==> config.mk <==
export PLATFORM = sky130hd
export DESIGN_NAME = inst_queue
export DESIGN_NICKNAME = d
export VERILOG_FILES = /design/src/rtl/inst_queue.sv
export SDC_FILE = /design/constraint.sdc
export NUM_CORES = 2
export LEC_CHECK = 0
export ABC_AREA = 1
export BUFFER_PORTS_ARGS = -buffer_cell sky130_fd_sc_hd__buf_2
export CORE_MARGIN = 2
export CORE_UTILIZATION = 36
export CTS_BUF_LIST = sky130_fd_sc_hd__clkbuf_2 sky130_fd_sc_hd__clkbuf_4 sky130_fd_sc_hd__clkbuf_8
export DETAILED_ROUTE_END_ITERATION = 16
export PLACE_DENSITY = 0.62
export SKIP_CTS_REPAIR_TIMING = 1
export SYNTH_ARGS = -nofsm -noshare
export SYNTH_HDL_FRONTEND = slang
export SYNTH_SLANG_ARGS = --single-unit
export TNS_END_PERCENT = 10
==> constraint.sdc <==
create_clock -name clk -period 10.7 [get_ports clk]
set_input_delay 3.21 -clock clk [delete_from_list [all_inputs] [get_ports clk]]
set_output_delay 3.21 -clock clk [all_outputs]
set_load 0.02 [all_outputs]
==> src/rtl/inst_queue.sv <==
// First-word-fall-through instruction queue feeding vinst_ctl: host valid/ready push side,
// inst/iavail/ird pop side, flush, level/almost_full status, sticky underflow and retired counter.
// Optional starvation perf counter enabled by defining INST_QUEUE_STARVE_CNT_EN.
module inst_queue #(
  parameter int INST_WIDTH = 148,
  parameter int DEPTH      = 16,
  parameter int AF_MARGIN  = 2,
  parameter int CNT_WIDTH  = 16
) (
  input  logic                       clk,
  input  logic                       reset,
  input  logic                       hwr_valid,
  input  logic [INST_WIDTH-1:0]      hwr_data,
  output logic                       hwr_ready,
  input  logic                       flush,
  output logic [INST_WIDTH-1:0]      inst,
  output logic                       iavail,
  input  logic                       ird,
  output logic [$clog2(DEPTH):0]     level,
  output logic                       almost_full,
  output logic                       err_udf,
  output logic [CNT_WIDTH-1:0]       retired,
  output logic [CNT_WIDTH-1:0]       starve_cnt
);

  localparam int PW = $clog2(DEPTH);
  localparam int LW = PW + 1;
  localparam logic [LW-1:0] FULL_LVL = LW'(DEPTH);
  localparam logic [LW-1:0] AF_LVL   = LW'(DEPTH - AF_MARGIN);

  logic [INST_WIDTH-1:0] mem_q [DEPTH];
  logic [PW-1:0]         rd_ptr_q, rd_ptr_d;
  logic [PW-1:0]         wr_ptr_q, wr_ptr_d;
  logic [LW-1:0]         level_q, level_d;
  logic                  err_udf_q, err_udf_d;
  logic [CNT_WIDTH-1:0]  retired_q, retired_d;
  logic                  push_en;
  logic                  pop_en;

  // Status comes only from registered state, so hwr_ready has no path from ird/hwr_valid.
  assign hwr_ready   = (level_q != FULL_LVL);
  assign iavail      = (level_q != '0);
  assign inst        = mem_q[rd_ptr_q];
  assign level       = level_q;
  assign almost_full = (level_q >= AF_LVL);
  assign err_udf     = err_udf_q;
  assign retired     = retired_q;

  // Flush wins over both ports, so neither handshake completes in a flush cycle.
  assign push_en = hwr_valid && hwr_ready && !flush;
  assign pop_en  = ird && iavail && !flush;

  always_comb begin
    rd_ptr_d  = rd_ptr_q;
    wr_ptr_d  = wr_ptr_q;
    level_d   = level_q;
    err_udf_d = err_udf_q;
    retired_d = retired_q;
    if (flush) begin
      rd_ptr_d  = '0;
      wr_ptr_d  = '0;
      level_d   = '0;
      err_udf_d = 1'b0;
    end else begin
      if (push_en) begin
        wr_ptr_d = wr_ptr_q + PW'(1);
      end
      if (pop_en) begin
        rd_ptr_d  = rd_ptr_q + PW'(1);
        retired_d = retired_q + CNT_WIDTH'(1);
      end
      if (push_en && !pop_en) begin
        level_d = level_q + LW'(1);
      end else if (pop_en && !push_en) begin
        level_d = level_q - LW'(1);
      end
      // No bypass when empty: ird at level 0 is an underflow even if a push lands.
      if (ird && !iavail) begin
        err_udf_d = 1'b1;
      end
    end
  end

  always_ff @(posedge clk) begin
    if (!reset) begin
      rd_ptr_q  <= '0;
      wr_ptr_q  <= '0;
      level_q   <= '0;
      err_udf_q <= 1'b0;
      retired_q <= '0;
    end else begin
      rd_ptr_q  <= rd_ptr_d;
      wr_ptr_q  <= wr_ptr_d;
      level_q   <= level_d;
      err_udf_q <= err_udf_d;
      retired_q <= retired_d;
    end
  end

  // Storage carries no reset; level_q alone decides which entries are meaningful.
  always_ff @(posedge clk) begin
    if (reset && push_en) begin
      mem_q[wr_ptr_q] <= hwr_data;
    end
  end

`ifdef INST_QUEUE_STARVE_CNT_EN
  logic                 armed_q, armed_d;
  logic [CNT_WIDTH-1:0] starve_q, starve_d;

  // Counts empty cycles only once the host has delivered at least one word.
  always_comb begin
    armed_d  = armed_q;
    starve_d = starve_q;
    if (flush) begin
      armed_d  = 1'b0;
      starve_d = '0;
    end else begin
      if (push_en) begin
        armed_d = 1'b1;
      end
      if (armed_q && !iavail && (starve_q != '1)) begin
        starve_d = starve_q + CNT_WIDTH'(1);
      end
    end
  end

  always_ff @(posedge clk) begin
    if (!reset) begin
      armed_q  <= 1'b0;
      starve_q <= '0;
    end else begin
      armed_q  <= armed_d;
      starve_q <= starve_d;
    end
  end

  assign starve_cnt = starve_q;
`else
  assign starve_cnt = '0;
`endif

endmodule

-- Word level (Yosys, flattened, before mapping)
Memories as Yosys holds them, arrays and structs flattened. A register that Yosys moved wholly into a read port is not among the register bits.
Index checks and enable logic that the tools add are counted.
- add/sub/neg operators: 5
- order comparisons: 1
- equality and inequality tests: 1
- multiplexer cells: 6
- bitwise gates (word level): 2
- reductions and logical operators: 16
- operators with widths (operator ; count):
    $add A16 B1 Y16 const B ; 1
    $mux W5 ; 2
    $add A4 B1 Y4 const B ; 2
    $logic_and A1 B1 Y1 ; 8
    $mux W4 ; 2
    $add A5 B1 Y5 const B ; 1
    $ge A5 B4 Y1 const B ; 1
    $ne A5 B5 Y1 const B ; 1
    $reduce_bool A5 Y1 ; 1
    $sub A5 B1 Y5 const B ; 1
    $logic_not A1 Y1 ; 4
    $mux W1 ; 2
    $not A1 Y1 ; 2
    $reduce_and A2 Y1 ; 1
    $reduce_bool A2 Y1 ; 1
    $reduce_or A2 Y1 ; 1
- flip-flop bits (word level): 30
- RAM bits: 2368
- input port bits: 153
- output and inout bits: 189
- logic and storage cells: 37
- memories kept: 1
- memories (name ; words ; width ; read ports ; clocked after Yosys merged registers in ; write ports ; RTL line ; text):
    mem_q ; 16 ; 148 ; 1 ; 1 ; 1 ; 31 ; logic [INST_WIDTH-1:0] mem_q [DEPTH];

-- Logic depth before layout (Yosys ltp)
- depth after elaboration: 7
- mapped depth: 14

-- Worst setup path before layout
Ideal clock, no wire load.
- path type: input to register
- start: input reset
- end: memory mem_q[0][0], enable pin
- setup time: 0.658 ns
- arrival time: 10.127 ns
- required time: 10.042 ns
- setup slack: -0.085 ns
- cell stages on the path: 6
- buffers on the path: 0
- cell sequence: inv_1 -> nor2_2 -> clkinv_1 -> nor2_1 -> nand2_1 -> nor2_1
- word-level cells in the longest chain between the ends: 3
- ends and longest elaborated chain (what ; RTL line ; text):
    start: declaration ; 11 ; input logic reset,
    $logic_and A1 B1 Y1 ; 102 ; if (reset && push_en) begin
    $mux W1 ; 102 ;
    $mux W1 (implied by the code) ; 103 ; mem_q[wr_ptr_q] <= hwr_data;
    end: declaration ; 31 ;
Every way passes these cells.

==> results.toml <==
[synth]
synth-edff-count = 2368
synthTopCellsByCount = "2,368 x edfxtp_1, 1,636 x nand2_1, 1,103 x nor2_1"
synth_top_area_cell = "edfxtp_1"
synth_top_area_share_pct = 74.6
yosysUniqueCellTypes = 29
avgSynthCellArea_sq_um = 12.4
yosys_most_used_dff = "edfxtp_1"
synth_most_common_cell = "edfxtp_1"
syn_inst = 7716
yosysSeqAreaShare_pct = 75.3
ys_ff_latch = 2402
synthTopCellsByArea = "edfxtp_1 75%, nand2_1 6.4%, nand3_1 5.4%"
syn_area_sq_um = 95300
async_reset_ff_share_pct = 0
yosys_warnings = 0

[global_route]
grt_pass1_wl_microns = 382000
grt_max_degree = 221
grt_usage_pct = 18.6
grt_overflow_total = 0
grt_pass1_vias = 59117
antenna_found_initial = 59

[clocking]
path_clk_slew_ns = 0.06
clockBufferDepth = 4
insertion_delay_ns = 1.11
htree_levels = 5
cts-root-buf = "clkbuf_8"
cts_tree = "built"
numCtsBuffers = 401
clkSinkCount = 2402

[route]
vias = 61458
antenna_left = 0
drt_first_iter_violations = 5990
drt-pass1-iter-count = 5
avgViaCountPerCell = 5.19
post_drt_wl_per_cell_microns = 21.8
routed_wl_microns = 259000
drcViolationCount = 0

[die]
rows = 188
die_h_microns = 519
start_util_pct = 36.3
die_area_sq_um = 269000
pin_count = 342
core-area_sq_um = 263000
dieWidth_microns = 519

[min_path]
hp-class = "register to register"
min_path_cells = 2

[sta]
setup_tns_ns = 0
rsz0062_at_grt = "no"
worstMarginPinSlew_ns = 1.24
setup_violations = 0
hold_viol_final = 0
fin_skew_ns = 0.0803
relSlewSlack_pct = 17.5
post-route-period-util_pct = 75.5
finalMaxSlewViolations = 0
period_needed_ns = 8.08
timing.fmax_ghz = 0.124

[critical_path]
cp.arrival_ns = 4.87
critPathKind = "register to primary output"
cp_max_fo = 93
cp-start-kind = "register"
end_kind = "primary output"
cp.required_ns = 7.49
reg2regPathDepth = 7

[placement]
io_buffers = 325
place_area_sq_um = 100000
routabilityCongestion = 0.755
hpwl_microns = 126000

[power_and_ir_drop]
ir_drop_v = 0.000127
p_per_area_nw_per_um2 = 175
leakage_nw = 37.0

[finish]
area_delta_synth_final_pct = 12.9
num-fill-cells = 24370
fin_area_sq_um = 108000
fin_nets = 8195
multiInputGateArea_sq_um = 21100
seq_area_sq_um = 71800
drive_gt1_share_pct = 12.5

[outcome]
status = "complete, no violations"

[run]
drv_cap = 0
path summary, 6_finish.rpt:
| kind | startpoint | end | slack, ns |
|---|---|---|---|
| worst min-delay path | rd_ptr_q[3] | register | 0.49 |
| worst max-delay path | register | inst[122] | 2.62 |
| worst min register to register | rd_ptr_q[3] | register | 0.49 |
| worst max register to register | level[0] | mem_q[4][102] | 7.00 |
layer usage:
layer	vias to the layer above	global-route usage, %	routed length, microns
li1	28139	-	-
met1	30513	25.3	111000
met2	2319	30.1	123000
met3	449	3.96	19300
met4	38	5.04	5450
met5	-	0	228
report_power, final:
part / switching (mW) / total, mW / internal [mW]
combinational: 0.547 / 0.718 / 0.171
sequential: 0.0130 / 10.4 / 10.4
clock: 3.53 / 7.72 / 4.19
total: 4.09 / 18.8 / 14.7
registers in the layout, indices dropped and copies added, names as in the netlist, named ones only:
register and flops:
mem_q 2368, retired 16, level 5, rd_ptr_q 4
wr_ptr_q 4, err_udf 1
cell usage in the layout (no fill, tap or decap), types with 3 or more instances in the layout:
master,instances
nand2_1,1636
dfxtp_4,4
nor2_4,16
and2_1,13
conb_1,16
xor2_1,3
buf_4,57
buf_2,325
a21oi_1,99
clkinvlp_4,5
nand3_1,1036
ha_1,10
clkbuf_4,147
nor2_1,1087
dfxtp_1,30
bufinv_16,7
clkinv_2,33
o21ai_0,580
o211ai_1,192
o21ai_1,70
edfxtp_1,2368
clkbuf_8,408
diode_2,15
buf_12,24
inv_6,3
clkinv_1,81
inv_8,5
inv_1,48
kinds of logic after synthesis:
family	Yosys count	synth area share, %
compound gates	942	5.45
simple gates	3793	16.3
buf+inv	562	2.68
other cells	1	0.00393
flops	2402	75.3
xor+xnor	5	0.0460
fa+ha+maj	11	0.152
final cells by class:
type	count	share of cell area, %
Multi-Input combinational cell	4767	19.6
Sequential cell	2402	66.7
Clock buffer	555	6.24
Inverter	53	0.213
Clock inverter	130	0.713
Timing Repair Buffer	406	2.36
Tap cell	3515	4.09
Antenna cell	15	0.0349
per-stage QoR:
stage                     setup slack, ns  util [%]  hold slack, ns  std cells  power [mW]
after floorplan                   -0.0845         -           0.459       7731        11.0
after global placement               3.65      38.1           0.475      11143        11.3
after detailed placement             3.54      38.1           0.486      11143        11.3
after CTS                            2.41      41.0           0.490      11828        19.0
after global routing                 2.21      41.0           0.486      11834        19.5
final                                2.62      41.0           0.485      11843        18.8
critical path, stage by stage, from the launching register on:
cell	delay, ns
dfxtp_4	0.83
buf_4	0.80
buf_4	0.87
nor2_1	0.12
nor2_1	0.14
o21ai_0	0.11
nand3_1	0.13
nand3_1	0.11
nand2_1	0.26
buf_2	0.23
(Power assumes the default switching activity.)
